===== config.mk =====
export PLATFORM = sky130hd
export DESIGN_NAME = sigma_delta_adc
export DESIGN_NICKNAME = d
export VERILOG_FILES = /design/src/rtl/sigma_delta_adc.sv
export SDC_FILE = /design/constraint.sdc
export NUM_CORES = 1
export LEC_CHECK = 0
export CAP_MARGIN = 20
export CORE_ASPECT_RATIO = 0.9
export CORE_UTILIZATION = 59
export DETAILED_ROUTE_END_ITERATION = 8
export PLACE_DENSITY = 0.83
export SLEW_MARGIN = 10
export SYNTH_ARGS = -nofsm -noshare
export SYNTH_HDL_FRONTEND = slang
export SYNTH_SLANG_ARGS = --single-unit

===== constraint.sdc =====
create_clock -name clk -period 3.2 [get_ports clk]
set_input_delay 0.96 -clock clk [delete_from_list [all_inputs] [get_ports clk]]
set_output_delay 0.96 -clock clk [all_outputs]
set_load 0.005 [all_outputs]

===== src/rtl/sigma_delta_adc.sv =====
`default_nettype none
// ============================================================================
// Module   : sigma_delta_adc
// Brief    : First-order 1-bit sigma-delta ADC loop with 2nd-order CIC
//            decimator producing 16-bit offset-binary samples.
// Revision : 1.0 - initial release
// ============================================================================
module sigma_delta_adc #(
    parameter int DECIM_LOG2 = 8,   // legal range 4..8
    parameter int WARMUP     = 2
) (
    input  logic        clk,
    input  logic        reset,
    input  logic        comp_in,
    output logic        fb_out,
    output logic [15:0] sample,
    output logic        sample_valid
);

    localparam int c_W     = 2 * DECIM_LOG2 + 1;
    localparam int c_SHIFT = 16 - 2 * DECIM_LOG2;
    localparam int c_WCW   = (WARMUP < 1) ? 1 : $clog2(WARMUP + 1);

    logic                  r_s1;
    logic                  r_s2;
    logic                  r_fb;
    logic [c_W-1:0]        r_int1;
    logic [c_W-1:0]        r_int2;
    logic [c_W-1:0]        r_int2_d;
    logic [c_W-1:0]        r_c1;
    logic [c_W-1:0]        r_c1_d;
    logic [DECIM_LOG2-1:0] r_dcnt;
    logic                  r_out_stb;
    logic [c_WCW-1:0]      r_warm;
    logic [15:0]           r_sample;
    logic                  r_valid;

    logic                  w_tick;
    logic [c_W-1:0]        w_c2;
    logic [16:0]           w_full;
    logic [15:0]           w_sat;

    assign w_tick = &r_dcnt;
    // Second comb stage feeds the output register directly so the strobe
    // lands two cycles after the tick.
    assign w_c2   = r_c1 - r_c1_d;
    assign w_full = 17'(w_c2) << c_SHIFT;
    assign w_sat  = w_full[16] ? 16'hFFFF : w_full[15:0];

    // Only r_s1 ever samples the asynchronous pad bit.
    always_ff @(posedge clk) begin
        if (reset) begin
            r_s1 <= 1'b0;
            r_s2 <= 1'b0;
            r_fb <= 1'b0;
        end else begin
            r_s1 <= comp_in;
            r_s2 <= r_s1;
            r_fb <= r_s2;
        end
    end

    // Integrators wrap modulo 2^c_W by design; the comb differences undo it.
    always_ff @(posedge clk) begin
        if (reset) begin
            r_int1 <= '0;
            r_int2 <= '0;
            r_dcnt <= '0;
        end else begin
            r_int1 <= r_int1 + c_W'(r_s2);
            r_int2 <= r_int2 + r_int1;
            r_dcnt <= r_dcnt + 1'b1;
        end
    end

    always_ff @(posedge clk) begin
        if (reset) begin
            r_int2_d  <= '0;
            r_c1      <= '0;
            r_c1_d    <= '0;
            r_out_stb <= 1'b0;
            r_warm    <= '0;
            r_sample  <= 16'h8000;
            r_valid   <= 1'b0;
        end else begin
            r_out_stb <= w_tick;
            r_valid   <= 1'b0;
            if (w_tick) begin
                r_c1     <= r_int2 - r_int2_d;
                r_int2_d <= r_int2;
            end
            if (r_out_stb) begin
                r_c1_d <= r_c1;
                if (r_warm == c_WCW'(WARMUP)) begin
                    r_sample <= w_sat;
                    r_valid  <= 1'b1;
                end else begin
                    r_warm <= r_warm + 1'b1;
                end
            end
        end
    end

    assign fb_out       = r_fb;
    assign sample       = r_sample;
    assign sample_valid = r_valid;

endmodule
`default_nettype wire

[Word-level counts from Yosys, hierarchy flattened]
Cells that the tools add are included.
W data, S select, Z words.
Storage, ports and cells
  bits of input ports: 3
  logic and storage cells: 28
  flip-flop bits (word level): 116
  output and inout bits: 18
Operators by class
  add/subtract/negate cells: 6
  eq/ne operators: 1
  reduce and logical (&&, ||, !) cells: 4
  bitwise logic cells: 2
  multiplexer cells: 2
Operator list (number)
  $sub A17 B17 Y17: 2
  $add A17 B1 Y17: 1
  $add A17 B17 Y17: 1
  $mux W16: 1
  $add A8 B1 Y8 const B: 1
  $reduce_and A8 Y1: 1
  $reduce_and A2 Y1: 2
  $add A2 B1 Y2 const B: 1
  $eq A2 B2 Y1 const B: 1
  $not A1 Y1: 2
  $reduce_or A2 Y1: 1
  $mux W1: 1

[Logic depth before layout (Yosys ltp)]
  depth in word-level cells: 3
  depth in mapped cells: 11
  gate-level depth less buffers: 10

[Worst setup path before layout]
No wires, ideal clock.
  path kind: register to register
  start: register r_c1[0]
  end: register r_sample[10], in the netlist sample[10]
  buffers on the path: 1
  required time: 3.044 ns
  clock period less this slack: 2.598 ns
  setup slack: 0.602 ns
  library setup time: 0.156 ns
  cell stages (with the launch flop): 12
  arrival time: 2.442 ns
  path through: dfxtp_1 > inv_1 > ha_1 > fa_1 > nand2b_1 > a21o_2 > a31oi_4 > or4_1 > a31oi_1 > xnor2_1 > buf_6 > a311oi_2
On the way
  longest elaborated chain between the ends: 2
RTL lines
  start: declaration: RTL line 30  | logic [c_W-1:0] r_c1;
  start signal: assignment: RTL line 89  | r_c1 <= r_int2 - r_int2_d;
  $sub A17 B17 Y17: RTL line 46  | assign w_c2 = r_c1 - r_c1_d;
  $mux W16: RTL line 48  | assign w_sat = w_full[16] ? 16'hFFFF : w_full[15:0];
  end signal: assignment: RTL line 95  | r_sample <= w_sat;
  end: declaration: RTL line 35  | logic [15:0] r_sample;
Every way passes these cells.
A chain may end at the register's enable or synchronous reset.

[Worst setup path in the final report]
  start: register r_int2[0]
  end: register r_c1[14]
On the way
  longest elaborated chain between the ends: 1
RTL lines
  start: declaration: RTL line 28  | logic [c_W-1:0] r_int2;
  start signal: assignment: RTL line 71  | r_int2 <= r_int2 + r_int1;
  $sub A17 B17 Y17: RTL line 89
Every way passes these cells.

==> impl_results.md <==
- Max Cap Violations: 0
- Min cycle time layout: around 2.8 ns
- Slew Limit Fails: 0
- Post-cts sizing count: 0
- Clock sinks: roughly 120
- Largest net degree at the start of global routing: 85
- Hold path startpoint: r_s1
- DRT Pass-1 Iters: 8
- Fmax: roughly 0.36 GHz
- Crit path required time: between 3 and 4 ns
- Core area: about 0.010 mm²
- Design area: roughly 0.0074 mm²
- Total track usage: between 20% and 30%
- Met3 Usage GRT: 7.336%
- RR Endpoint: r_c1[14]
- Post-CTS Setup Bufs: 0
- Met1 usage: between 30% and 40%
- Clk buf depth: 2
- Synth top area share: roughly 36%
- Final setup viols: 0
- First-pass GRT wire length: between 20 and 25 mm
- Clk_lat worst skew: about 0.42 ns
- Hpwl dp: 9.659 mm
- Grt peak-use layer: met2
- Vias in the first global route: around 5300
- Startpoint Class: flop
- Commonest non-fill, non-tap cell in the layout: dfxtp_1
- Critical path class: flop to flop
- Slowest stage delay, CP: 0.45 ns
- Syn Inst Count: 759
- Post-Route WL: approximately 15 mm
- Power per cell area: around 480 mW/mm²
- Outcome: finished, violations left
- Crit-path leading delay family: compound AO/OA/AOI/OAI gates
- Final WS setup: 0.3933 ns
- Via count: approximately 5400
- Most frequent cells in the layout: dfxtp_1, nor2_1, nand2_1, a21oi_1, ha_1
- Share of async-settable or async-resettable flops after synthesis: 0%
- Post-synthesis cell area: roughly 0.0064 mm²
- GRT Residual Overflow: 0
- CTS tree: done
- Setup_tns: 0 ns
- Synth Flop Type: dfxtp_1
- Register bit total from synthesis: about 120
- Worst min path class: flop to flop
- Critical Path Sink Type: flop
- Layout fillers: between 700 and 800
- Vias per cell: 5.897
- Die area: approximately 0.011 mm²
- Worst reg2reg startpoint: r_int2[0]
- R2R depth: 10
- Gpl congestion: roughly 0.83
- Hold Vio Cnt, Final: 0
- Slew @ Worst Pin: 0.8618 ns
- Failing checks: design-rule violations
- Share of layout cells above drive strength 1: ~8%
- WHS Endpoint: r_s2
- Drt wl/cell: 15.87 µm
- Syn-to-layout area delta: 15.16%
- Leakage: ~2.8 nW
- Clk slew on worst S/H paths: ~0.050 ns
- CTS Buf Count: 17
- Die H: about 100 µm
- Post-DP Area: between 0.006 and 0.007 mm²
- Nets: 840
- Post-Place Worst Slack: 0.5068 ns
- Buf/Inv on CP: 1
- Final worst-path cycle share: 87.71%
- Peak fanout along the critical path: 4
- Clock Skew: between 0.01 and 0.015 ns
- # IOs: 21
- Worst EP arrival: 3.14 ns
- Post-synthesis sequential area ratio: between 30% and 40%
- Hold path cells: 1
- Synth area leaders: dfxtp_1, ha_1, nor2_1, a21oi_1, nand2_1
- Met2 Use GR: between 40% and 50%
- Relative slew slack: 42.38%
- H-tree lvl count: 4
- Diodes inserted: 0
- Post-Syn Nets: 817
- Worst reg-to-reg setup slack: 0.39 ns
- Post-DRT Antenna Nets: 0
- Die W: 112.0 µm
- Max VDD drop: between 300 and 400 µV
- Port bufs: 20
- Yosys top cell by area: dfxtp_1
- DRC violations left: 1
- Post-CTS Hold Buffers: 0
- Avg Inst Size Synth: 8.470 µm²
- Crit-path cells: inv_1, ha_1, fa_1, nand2b_1, a211oi_1, nor3_1, a21oi_1, o21ai_0, a2111o_1, o211ai_1
- Crit-path slowest cell: a211oi_1
- Initial antenna violation count: 0
- DR iter-0 viols: about 320
- Synth warn: 0
- CTS root buf: clkbuf_16
- Worst path depth: 10
- Unrepaired setup endpoints after global routing: no
- FP Rows: 35
- Number of distinct library cells after synthesis: 53
- Post-synth EDFFs: 0
- Initial core utilization: around three fifths
[metrics by stage]
stage | hold slack, ns | power (W) | cells | util, %
floorplan | 0.4138 | 0.001525 | 759 | -
global placement | 0.4278 | 0.001536 | 891 | 64.80
detailed placement | 0.4313 | 0.001539 | 891 | 64.80
CTS | 0.4417 | 0.003552 | 923 | 70.89
global route | 0.4483 | 0.003637 | 924 | 71.03
finish | 0.4361 | 0.003540 | 924 | 71.03
[report_power, final]
part / leakage, nW / switching, W / internal, W
clock: 0.297 / 0.000693 / 0.00134
combinational: 1.54 / 0.0000344 / 0.0000170
sequential: 0.935 / 0.00000546 / 0.00145
[cells in the mapped netlist, types with 11 or more instances]
cell type    n
a21o_1      11
a21oi_1     52
clkbuf_1    22
dfxtp_1    116
ha_1        52
inv_1       48
mux2i_1     19
nand2_1     62
nand2b_1    14
nand3_1     17
nor2_1      98
nor2b_1     19
nor3_1      17
o21a_1      13
o21ai_0     34
xnor2_1     25
xor2_1      25
[worst reg2reg max path, cell delays in order (launching register included)]
cell      delay, ns
dfxtp_1        0.36
inv_1          0.06
ha_1           0.22
fa_1           0.38
nand2b_1       0.22
a211oi_1       0.45
nor3_1         0.14
a21oi_1        0.24
o21ai_0        0.14
a2111o_1       0.42
o211ai_1       0.09
[per-layer routing]
layer  routed length [µm]  up-vias
met5                    0        -
met4                  265        0
met3                  560       33
met2                 7193      109
met1                 6643     2613
li1                     -     2694
[registers in the layout (all words and copies together) (netlist names)]
| name | flops |
|---|---|
| fb_out | 1 |
| r_c1 | 17 |
| r_dcnt | 8 |
| r_int1 | 17 |
| sample_valid | 1 |
| r_c1_d | 17 |
| r_int2_d | 17 |
| r_out_stb | 1 |
| r_s2 | 1 |
| r_warm | 2 |
| sample | 16 |
| r_int2 | 17 |
| r_s1 | 1 |
[area by class of cell]
class                           instances  area [µm²]  share of cell area [%]
Multi-Input combinational cell        568        3817                   51.56
Sequential cell                       116        2322                   31.37
Clock buffer                           19       452.9                   6.118
Timing Repair Buffer                   31       287.8                   3.887
Clock inverter                         13       181.4                   2.451
Inverter                               48       180.2                   2.434
Tap cell                              129       161.4                   2.180
[kinds of logic after synthesis]
kind of cell,share of synthesized area [%]
AOI/OAI and AO/OA,19.48
xor gates and xnor gates,6.812
adders and majority gates,11.05
buffers and inverters,4.496
DFF,36.12
muxes,3.133
and+or+nand+nor,18.90
[how the worst max path moves through the flow]
stage          startpoint         end  slack [ns]
4_1_cts           r_c1[0]   sample[1]        0.47
2_1_floorplan     r_c1[0]  sample[10]        0.60
6_report        r_int2[0]    r_c1[14]        0.39
3_3_place_gp    r_int2[0]    r_c1[14]        0.61
3_5_place_dp    r_int2[0]    r_c1[14]        0.51
5_1_grt         r_int2[0]    r_c1[14]        0.24
No activity file was read; power rests on OpenSTA's default activity.
